**config.mk**
```make
export PLATFORM = sky130hd
export DESIGN_NAME = multicycle_ctrl
export DESIGN_NICKNAME = d
export VERILOG_FILES = /design/src/rtl/cpu_ctrl_pkg.sv /design/src/rtl/alu_decoder.sv /design/src/rtl/multicycle_ctrl.sv
export SDC_FILE = /design/constraint.sdc
export NUM_CORES = 1
export LEC_CHECK = 0
export ABC_CLOCK_PERIOD_IN_PS = 1400
export CAP_MARGIN = 20
export CORE_ASPECT_RATIO = 0.9
export CORE_MARGIN = 4
export CORE_UTILIZATION = 33
export DETAILED_ROUTE_END_ITERATION = 8
export HOLD_SLACK_MARGIN = 0.02
export PLACE_DENSITY = 0.75
export SLEW_MARGIN = 5
export SYNTH_ARGS = -nofsm -noshare
export SYNTH_HDL_FRONTEND = slang
export SYNTH_SLANG_ARGS = --single-unit
```
**constraint.sdc**
```tcl
create_clock -name clk_i -period 1.4 [get_ports clk_i]
set_input_delay 0.42 -clock clk_i [delete_from_list [all_inputs] [get_ports clk_i]]
set_output_delay 0.42 -clock clk_i [all_outputs]
set_load 0.005 [all_outputs]
```
**src/rtl/cpu_ctrl_pkg.sv**
```systemverilog
// rtl/cpu_ctrl_pkg.sv - encodings shared by the multicycle RV32I control path
package cpu_ctrl_pkg;

  typedef enum logic [3:0] {
    S_FETCH    = 4'd0,
    S_DECODE   = 4'd1,
    S_MEMADR   = 4'd2,
    S_MEMREAD  = 4'd3,
    S_MEMWRITE = 4'd4,
    S_MEMWB    = 4'd5,
    S_EXEC_R   = 4'd6,
    S_EXEC_I   = 4'd7,
    S_ALUWB    = 4'd8,
    S_JAL      = 4'd9,
    S_BEQ      = 4'd10
  } state_t;

  localparam logic [6:0] OP_LW  = 7'b0000011;
  localparam logic [6:0] OP_SW  = 7'b0100011;
  localparam logic [6:0] OP_R   = 7'b0110011;
  localparam logic [6:0] OP_I   = 7'b0010011;
  localparam logic [6:0] OP_JAL = 7'b1101111;
  localparam logic [6:0] OP_BEQ = 7'b1100011;

  typedef enum logic [1:0] {
    ALU_OP_ADD   = 2'b00,
    ALU_OP_SUB   = 2'b01,
    ALU_OP_FUNCT = 2'b10
  } alu_op_t;

  typedef enum logic [2:0] {
    ALU_ADD = 3'b000,
    ALU_SUB = 3'b001,
    ALU_AND = 3'b010,
    ALU_OR  = 3'b011,
    ALU_SLT = 3'b101
  } alu_ctrl_t;

  typedef enum logic {
    ADR_PC     = 1'b0,
    ADR_ALUOUT = 1'b1
  } adr_src_t;

  typedef enum logic [1:0] {
    RES_ALUOUT    = 2'b00,
    RES_DATA      = 2'b01,
    RES_ALURESULT = 2'b10
  } result_src_t;

  typedef enum logic [1:0] {
    SRCA_PC    = 2'b00,
    SRCA_OLDPC = 2'b01,
    SRCA_RS1   = 2'b10
  } src_a_t;

  typedef enum logic [1:0] {
    SRCB_RS2  = 2'b00,
    SRCB_IMM  = 2'b01,
    SRCB_FOUR = 2'b10
  } src_b_t;

  typedef enum logic [1:0] {
    IMM_I = 2'b00,
    IMM_S = 2'b01,
    IMM_B = 2'b10,
    IMM_J = 2'b11
  } imm_src_t;

  // Immediate format implied by the opcode; loads and I-type ALU share the I format.
  function automatic imm_src_t imm_src_for(input logic [6:0] op);
    case (op)
      OP_SW:   return IMM_S;
      OP_BEQ:  return IMM_B;
      OP_JAL:  return IMM_J;
      default: return IMM_I;
    endcase
  endfunction

endpackage

```
**src/rtl/alu_decoder.sv**
```systemverilog
// rtl/alu_decoder.sv - maps alu_op/funct3/funct7 to the ALU operation select
module alu_decoder
  import cpu_ctrl_pkg::*;
(
  input  alu_op_t    alu_op_i,
  input  logic [2:0] funct3_i,
  input  logic       op5_i,
  input  logic       funct7b5_i,
  output logic [2:0] alu_control_o
);

  always_comb begin
    alu_control_o = ALU_ADD;
    case (alu_op_i)
      ALU_OP_ADD: alu_control_o = ALU_ADD;
      ALU_OP_SUB: alu_control_o = ALU_SUB;
      default: begin
        case (funct3_i)
          // IR[30] is part of the immediate for addi, so it only selects sub on R-type
          3'b000:  alu_control_o = (op5_i && funct7b5_i) ? ALU_SUB : ALU_ADD;
          3'b010:  alu_control_o = ALU_SLT;
          3'b110:  alu_control_o = ALU_OR;
          3'b111:  alu_control_o = ALU_AND;
          default: alu_control_o = ALU_ADD;
        endcase
      end
    endcase
  end

endmodule

```
**src/rtl/multicycle_ctrl.sv**
```systemverilog
// rtl/multicycle_ctrl.sv - main control FSM of the multicycle RV32I core
module multicycle_ctrl
  import cpu_ctrl_pkg::*;
(
  input  logic       clk_i,
  input  logic       reset_ni,
  input  logic [6:0] op_i,
  input  logic [2:0] funct3_i,
  input  logic       funct7b5_i,
  input  logic       zero_i,
  input  logic       mem_ready_i,
  output logic       pc_write_o,
  output logic       adr_src_o,
  output logic       mem_write_o,
  output logic       ir_write_o,
  output logic       reg_write_o,
  output logic [1:0] result_src_o,
  output logic [1:0] alu_src_a_o,
  output logic [1:0] alu_src_b_o,
  output logic [1:0] imm_src_o,
  output logic [2:0] alu_control_o,
  output logic       illegal_o,
  output logic [3:0] state_o
);

  state_t      state_q, state_d;
  alu_op_t     alu_op;
  adr_src_t    adr_src;
  result_src_t result_src;
  src_a_t      src_a;
  src_b_t      src_b;
  imm_src_t    imm_src;
  logic        pc_write, mem_write, ir_write, reg_write, illegal;
  logic [2:0]  alu_control;

  always_ff @(posedge clk_i or negedge reset_ni) begin
    if (!reset_ni) state_q <= S_FETCH;
    else           state_q <= state_d;
  end

  always_comb begin
    state_d    = state_q;
    pc_write   = 1'b0;
    mem_write  = 1'b0;
    ir_write   = 1'b0;
    reg_write  = 1'b0;
    illegal    = 1'b0;
    adr_src    = ADR_PC;
    result_src = RES_ALUOUT;
    src_a      = SRCA_PC;
    src_b      = SRCB_RS2;
    imm_src    = IMM_I;
    alu_op     = ALU_OP_ADD;

    case (state_q)
      S_FETCH: begin
        src_b      = SRCB_FOUR;
        result_src = RES_ALURESULT;
        ir_write   = mem_ready_i;
        pc_write   = mem_ready_i;
        if (mem_ready_i) state_d = S_DECODE;
      end
      S_DECODE: begin
        // OldPC + imm parks the branch/jump target in ALUOut
        src_a   = SRCA_OLDPC;
        src_b   = SRCB_IMM;
        imm_src = imm_src_for(op_i);
        case (op_i)
          OP_LW, OP_SW: state_d = S_MEMADR;
          OP_R:         state_d = S_EXEC_R;
          OP_I:         state_d = S_EXEC_I;
          OP_JAL:       state_d = S_JAL;
          OP_BEQ:       state_d = S_BEQ;
          default: begin
            state_d = S_FETCH;
            illegal = 1'b1;
          end
        endcase
      end
      S_MEMADR: begin
        src_a   = SRCA_RS1;
        src_b   = SRCB_IMM;
        imm_src = imm_src_for(op_i);
        state_d = (op_i == OP_SW) ? S_MEMWRITE : S_MEMREAD;
      end
      S_MEMREAD: begin
        adr_src = ADR_ALUOUT;
        if (mem_ready_i) state_d = S_MEMWB;
      end
      S_MEMWRITE: begin
        adr_src   = ADR_ALUOUT;
        mem_write = 1'b1;
        if (mem_ready_i) state_d = S_FETCH;
      end
      S_MEMWB: begin
        result_src = RES_DATA;
        reg_write  = 1'b1;
        state_d    = S_FETCH;
      end
      S_EXEC_R: begin
        src_a   = SRCA_RS1;
        src_b   = SRCB_RS2;
        alu_op  = ALU_OP_FUNCT;
        state_d = S_ALUWB;
      end
      S_EXEC_I: begin
        src_a   = SRCA_RS1;
        src_b   = SRCB_IMM;
        imm_src = IMM_I;
        alu_op  = ALU_OP_FUNCT;
        state_d = S_ALUWB;
      end
      S_ALUWB: begin
        result_src = RES_ALUOUT;
        reg_write  = 1'b1;
        state_d    = S_FETCH;
      end
      S_JAL: begin
        // PC takes the target from ALUOut while the ALU forms the link address
        src_a      = SRCA_OLDPC;
        src_b      = SRCB_FOUR;
        result_src = RES_ALUOUT;
        pc_write   = 1'b1;
        state_d    = S_ALUWB;
      end
      S_BEQ: begin
        src_a      = SRCA_RS1;
        src_b      = SRCB_RS2;
        alu_op     = ALU_OP_SUB;
        result_src = RES_ALUOUT;
        pc_write   = zero_i;
        state_d    = S_FETCH;
      end
      default: state_d = S_FETCH;
    endcase
  end

  alu_decoder u_alu_decoder (
    .alu_op_i      (alu_op),
    .funct3_i      (funct3_i),
    .op5_i         (op_i[5]),
    .funct7b5_i    (funct7b5_i),
    .alu_control_o (alu_control)
  );

  // Reset gates the outputs combinationally so nothing commits on or after the reset edge.
  assign pc_write_o    = reset_ni & pc_write;
  assign mem_write_o   = reset_ni & mem_write;
  assign ir_write_o    = reset_ni & ir_write;
  assign reg_write_o   = reset_ni & reg_write;
  assign illegal_o     = reset_ni & illegal;
  assign adr_src_o     = reset_ni & adr_src;
  assign result_src_o  = reset_ni ? result_src : RES_ALUOUT;
  assign alu_src_a_o   = reset_ni ? src_a : SRCA_PC;
  assign alu_src_b_o   = reset_ni ? src_b : SRCB_RS2;
  assign imm_src_o     = reset_ni ? imm_src : IMM_I;
  assign alu_control_o = reset_ni ? alu_control : 3'b000;
  assign state_o       = state_q;

endmodule

```
; ---- Word level (Yosys, flattened, before mapping)
; Cells that the tools add are included.
[classes]
bitwise = 6
mux = 27
eq_ne = 23
reduce_logical = 16
[op_table]
columns = op, n
row1 = $pmux 4 s6, 1
row2 = $pmux 4 s5, 1
row3 = $eq 4x3->1 const B, 4
row4 = $pmux 2 s2, 4
row5 = $eq 7x6->1 const B, 2
row6 = $eq 7x7->1 const B, 2
row7 = $reduce_or 2->1, 7
row8 = $eq 4x4->1 const B, 3
row9 = $mux 4, 3
row10 = $pmux 3 s4, 1
row11 = $mux 2, 5
row12 = $eq 4x2->1 const B, 2
row13 = $eq 7x2->1 const B, 1
row14 = $eq 7x5->1 const B, 1
row15 = $mux 1, 7
row16 = $and 1x1->1, 6
row17 = $eq 3x3->1 const B, 2
row18 = $mux 3, 2
row19 = $ne 2x2->1 const B, 3
row20 = $pmux 2 s3, 1
row21 = $pmux 3 s2, 1
row22 = $reduce_or 3->1, 2
row23 = $reduce_or 6->1, 1
row24 = $eq 4x1->1 const B, 1
row25 = 9 further kinds, 9
[totals]
in_bits = 15
reg_bits = 4

; ---- Longest topological paths before layout
[logic_depth]
depth_word = 6
mapped_depth = 5
depth_no_buf = 3

; ---- By module
; From an unflattened synthesis, not the netlist that was laid out.
[hier_totals]
cells_unflattened = 101
hier_area_um2 = 685.7
[by_module_without_submodules]
columns = module, cells_each, area_per_inst_um2, instances, seq_area_each_um2
row1 = multicycle_ctrl, 94, 643.1, 1, 100.1
row2 = alu_decoder, 7, 42.5, 1, 0.0

; ---- Worst setup path after synthesis
; No wires, ideal clock.
[synth_path]
kind = flip-flop to output port
startpoint = reg state_q[3] (netlist: state_o[3])
endpoint = out imm_src_o[0]
path_stages_with_launch = 5
required_ns = 0.980
arrival_ns = 1.183
path_slack_ns = -0.203
n_path_buf = 1
path_cell_list = dfrtp_1 > clkbuf_1 > nor2_1 > nand3_1 > a211oi_1
[synth_via]
elab_chain_cells = 4
[synth_rtl]
columns = item, line_no
row1 = start: declaration, multicycle_ctrl.sv:26  ; state_t state_q, state_d;
row2 = start signal: assignment, multicycle_ctrl.sv:38  ; else state_q <= state_d;
row3 = $eq 4x2->1 / $eq 4x1->1 (equally long branches), multicycle_ctrl.sv:55  ; case (state_q)
row4 = $reduce_or 2->1 (no source line) (*), n/a
row5 = $mux 2 (*), n/a
row6 = $mux 2 (*), multicycle_ctrl.sv:156  ; assign imm_src_o = reset_ni ? imm_src : IMM_I;
row7 = end: declaration, multicycle_ctrl.sv:20  ; output logic [1:0] imm_src_o,
; Mark *: on every way between the ends. The rest lies on a longest branch, timed or not.

; ---- Final worst setup path
[layout_path]
startpoint = reg state_q[2] (netlist: state_o[2])
endpoint = out alu_control_o[1]
[layout_via]
elab_chain_cells = 6
[layout_rtl]
columns = item, line_no
row1 = $eq 4x3->1, multicycle_ctrl.sv:55
row2 = $reduce_or 2->1 (no source line), n/a
row3 = $pmux 2 s2 (*), multicycle_ctrl.sv:55
row4 = $eq 2x1->1 / $logic_not 2->1 (equally long branches), alu_decoder.sv:14  ; case (alu_op_i)
row5 = $pmux 3 s2 (*), alu_decoder.sv:14
row6 = $mux 3 (*), multicycle_ctrl.sv:157  ; assign alu_control_o = reset_ni ? alu_control : 3'b000;
row7 = end: declaration, multicycle_ctrl.sv:21  ; output logic [2:0] alu_control_o,
; Marks and branches as above.

==> results.md <==
Layout:
- For this run, the post-layout net count is 187.
- Across the whole layout, storage elements account for 103 sq um.
- The number of flip-flops under the largest register name is 4.
- Leaving out fill and tap cells, the most frequent cell in the layout is sky130_fd_sc_hd__buf_4.
- Fill cells in the final layout number 54.
- The library cells used most frequently in the layout, excluding fill and tap cells, are sky130_fd_sc_hd__buf_4 (34), sky130_fd_sc_hd__buf_6 (23), sky130_fd_sc_hd__buf_2 (16).
- The post-layout instance count excluding filler cells is 196.
- Of the cells placed in the final design, the portion with a size suffix greater than 1 is 0.702.
- The total area of multi-input combinational cells is 684 sq um.
- Relative to the synthesized area, the layout overhead comes to 167%.

Die:
- The die boundary height is 48.3 microns.
- The die covers 2540 sq um.
- After floorplanning, the core was sized to cover 1680 sq um.
- In this run the horizontal extent of the chip is 52.7 microns.
- After floorplanning, the core was divided into 14 placement rows.
- The top-level I/O count is 36.
- The starting utilization of the core area is 0.353.

Placed design:
- Once placement completed, the tool counted placed cells totaling 169.
- The congestion estimate from routability-driven global placement came to 0.824.
- The count of port buffers added during placement is 35.
- The detailed placer's ending HPWL is 2030 microns.

Timing:
- The actual transition at the worst max-transition pin is 320 ps.
- Timing would allow up to 0.521 GHz.
- The smallest clock period supported by the final layout is computed as 1920 ps.
- Setup slack on the critical path of the routed design comes to -518 ps.
- The number of slew-limit violations in the final report came to 0.
- The final hold violation count is 0.
- The worst slew slack as a fraction of its limit is 0.784.
- The maximum clock skew at final layout is 1.56 ps.
- The setup-violating endpoint count in the final report is 23.
- The portion of the clock cycle consumed by the worst path in the final layout is 1.37.
- Setup repair after global routing could not meet its margin everywhere.

Route:
- After detailed routing, the number of vias per cell comes to 5.72.
- The sum of routed wire length over all layers is 4100 microns.
- The number of remaining DRC errors is 0.
- Once detail routing completed, the nets flagged for antenna violations numbered 0.
- The final route contains 1,121 vias.
- The detailed router finished its first iteration with 46 violations.
- In the final routed layout, each cell accounts on average for 20.9 microns.
- The first TritonRoute pass finished after 4 iterations.

Power and ir drop:
- After layout, the design draws a total of 1.90 mW.
- The static leakage is 0.767 nW.
- Cell internal power was estimated by the tool at 1.10 mW.
- Of the total power, registers draw 0.101.
- The worst-case IR drop observed on VDD is 1.33 mV.
- The clock group share of total power is 0.091.
- For this design the total switching power over the nets is 0.800 mW.
- The switching power as a share of total power is 0.420.
- The portion of total power attributed to combinational logic is 0.808.
- The power per cell area is 1200 nW/um^2.

Setup path:
- The signal on the critical path passes through nor2b_1 -> buf_4 -> nand4_1 -> nor2_1 -> buf_2.
- The worst register-to-register path has a setup slack of -330 ps.
- The critical path capture point type is an output port.
- The critical path ends at alu_control_o[1].
- The required time of the worst setup path is 980 ps.
- The critical path in this run is classified as flip-flop to output port.
- For this design, the slowest cell found on the critical path is sky130_fd_sc_hd__dfrtp_1.
- In this run the worst path has a maximum fanout of 6.
- The delay contributed by the slowest stage of the critical path is 400 ps.
- The first element of the critical path is state_o[2].
- The arrival time of data at the critical path endpoint is 1500 ps.
- The startpoint kind of the worst setup timing path is a flip-flop.
- The worst register-to-register path ends at state_o[2].
- The depth of the worst register-to-register path is 6.
- In this run the critical register-to-register path is launched from state_o[0].

Clocking:
- Counting the buffers created by CTS gives 3.
- TritonCTS built the clock tree.
- The post-CTS clock slew at the launch and capture registers of the worst setup and hold paths is 50 ps.
- The H-tree level count is 1.
- No sink is reached through more buffers than the 2 on the longest clock path.
- The root cell of the clock tree is sky130_fd_sc_hd__clkbuf_4.
- For this design, the sink count on the clock tree is 4.
- At the later pin of the worst-skew pair, clock insertion delay measures 250 ps.
- In this run, post-CTS hold repair placed 0 buffers.

GRT:
- The final global-route overflow total is 0.
- The global-route total usage across every layer is 0.286.
- The initial antenna violation count is 0.
- The number of global-route vias before repair is 1,176.
- The first global-routing pass estimated 5180 microns of wire.
- Entering global routing, the biggest net connects 9 pins.

Run:
- The total of max-cap violations is 0.

Synthesis:
- In the synthesized netlist the async set-or-reset flop fraction comes to 1.00.
- The flip-flop cell with the highest count after synthesis is sky130_fd_sc_hd__dfrtp_1.
- The number of register bits inferred by synthesis is 4.
- The average size of a mapped cell is 7.08 sq um.
- The cell area after synthesis is 594 sq um.
- The post-synthesis sequential area ratio is 0.168.
- Yosys printed 0 warnings.
- The post-synthesis instance total is 84.
- The number of flops mapped to enable cells by yosys is 0.
- The number of distinct standard cells referenced by the synthesized netlist is 38.
- When the netlist entered floorplanning its net count stood at 99.

Run status:
- The final reports fail on setup timing.
- The run finished, with violations left.

Hold path:
- The min-delay analysis places its worst path in the category input port to asynchronous set/reset pin.
==> worst min path at each step <==
| stage | from | end | slack, ps |
|---|---|---|---|
| finish | reset_ni | state_o[2] | 250 |
| floorplan | reset_ni | state_o[0] | 120 |
| CTS | reset_ni | state_o[1] | 240 |
| global placement | state_o[1] | state_o[3] | 640 |
| detailed placement | state_o[1] | state_o[3] | 640 |
| global route | reset_ni | state_o[0] | 240 |
==> critical path, delay by kind of cell (launching register included) <==
kind          cells  cell delay, ps
flops             1             400
simple gates      3             520
buf+inv           2             330
==> stage by stage <==
stage / util / hold slack, ps / setup slack, ps / TNS (ps) / instance area (sq um)
after floorplan: - / 124 / -29.6 / -78.0 / 691
after global placement: 0.741 / 635 / -996 / -16780 / 1250
after detailed placement: 0.741 / 639 / -1050 / -17220 / 1250
after CTS: 0.861 / 235 / -414 / -6230 / 1450
after global routing: 0.941 / 241 / -663 / -9710 / 1580
final: 0.943 / 253 / -518 / -8220 / 1590
==> area by class of cell <==
class                   instances  share of cell area
diodes                          1             0.00158
multi-input cells              72               0.432
flip-flops and latches          4              0.0647
repair buffers                 88               0.459
well taps                      24              0.0189
clock buffers                   4              0.0166
inverters                       3             0.00710
==> kinds of logic (layout without fill, tap and decap cells) <==
group	after synthesis	after routing	synth area share
compound gates	20	20	0.215
other cells	0	1	0
flops	4	4	0.168
buf+inv	8	95	0.0547
xor+xnor	3	3	0.0442
simple gates	49	49	0.518
==> repair_timing <==
item	in CTS	in global routing
setup endpoints to repair	25	24
pin swaps	27	12
endpoints found under the hold margin	0	0
buffers inserted	16	8
cloned	0	0
resized for setup	142	23
==> metal layers <==
layer	GRT usage	vias to the layer above	part of all wire
li1	-	489	-
met1	0.268	544	0.38
met2	0.550	68	0.52
met3	0.0489	20	0.052
met4	0.260	0	0.047
met5	0	-	0
==> synth_stat cells (3+ instances only) <==
library cell / number / share of area
sky130_fd_sc_hd__nand2b_1: 4 / 0.042
sky130_fd_sc_hd__nor3_1: 3 / 0.025
sky130_fd_sc_hd__dfrtp_1: 4 / 0.17
sky130_fd_sc_hd__nand3_1: 6 / 0.051
sky130_fd_sc_hd__or4b_1: 3 / 0.051
sky130_fd_sc_hd__nor3b_1: 3 / 0.038
sky130_fd_sc_hd__nand2_1: 5 / 0.032
sky130_fd_sc_hd__a21oi_1: 6 / 0.051
sky130_fd_sc_hd__o21ai_0: 3 / 0.025
sky130_fd_sc_hd__inv_1: 3 / 0.019
sky130_fd_sc_hd__nor2_1: 6 / 0.038
sky130_fd_sc_hd__nor2b_1: 4 / 0.042
==> power groups by stage <==
stage | logic, mW | clock network, mW | registers (mW)
6_report | 1.54 | 0.173 | 0.192
5_1_grt | 1.61 | 0.192 | 0.195
4_1_cts | 1.22 | 0.158 | 0.182
3_5_place_dp | 0.887 | 0 | 0.211
3_3_place_gp | 0.862 | 0 | 0.208
2_1_floorplan | 0.491 | 0 | 0.171
Power figures use the tool's default switching activity.
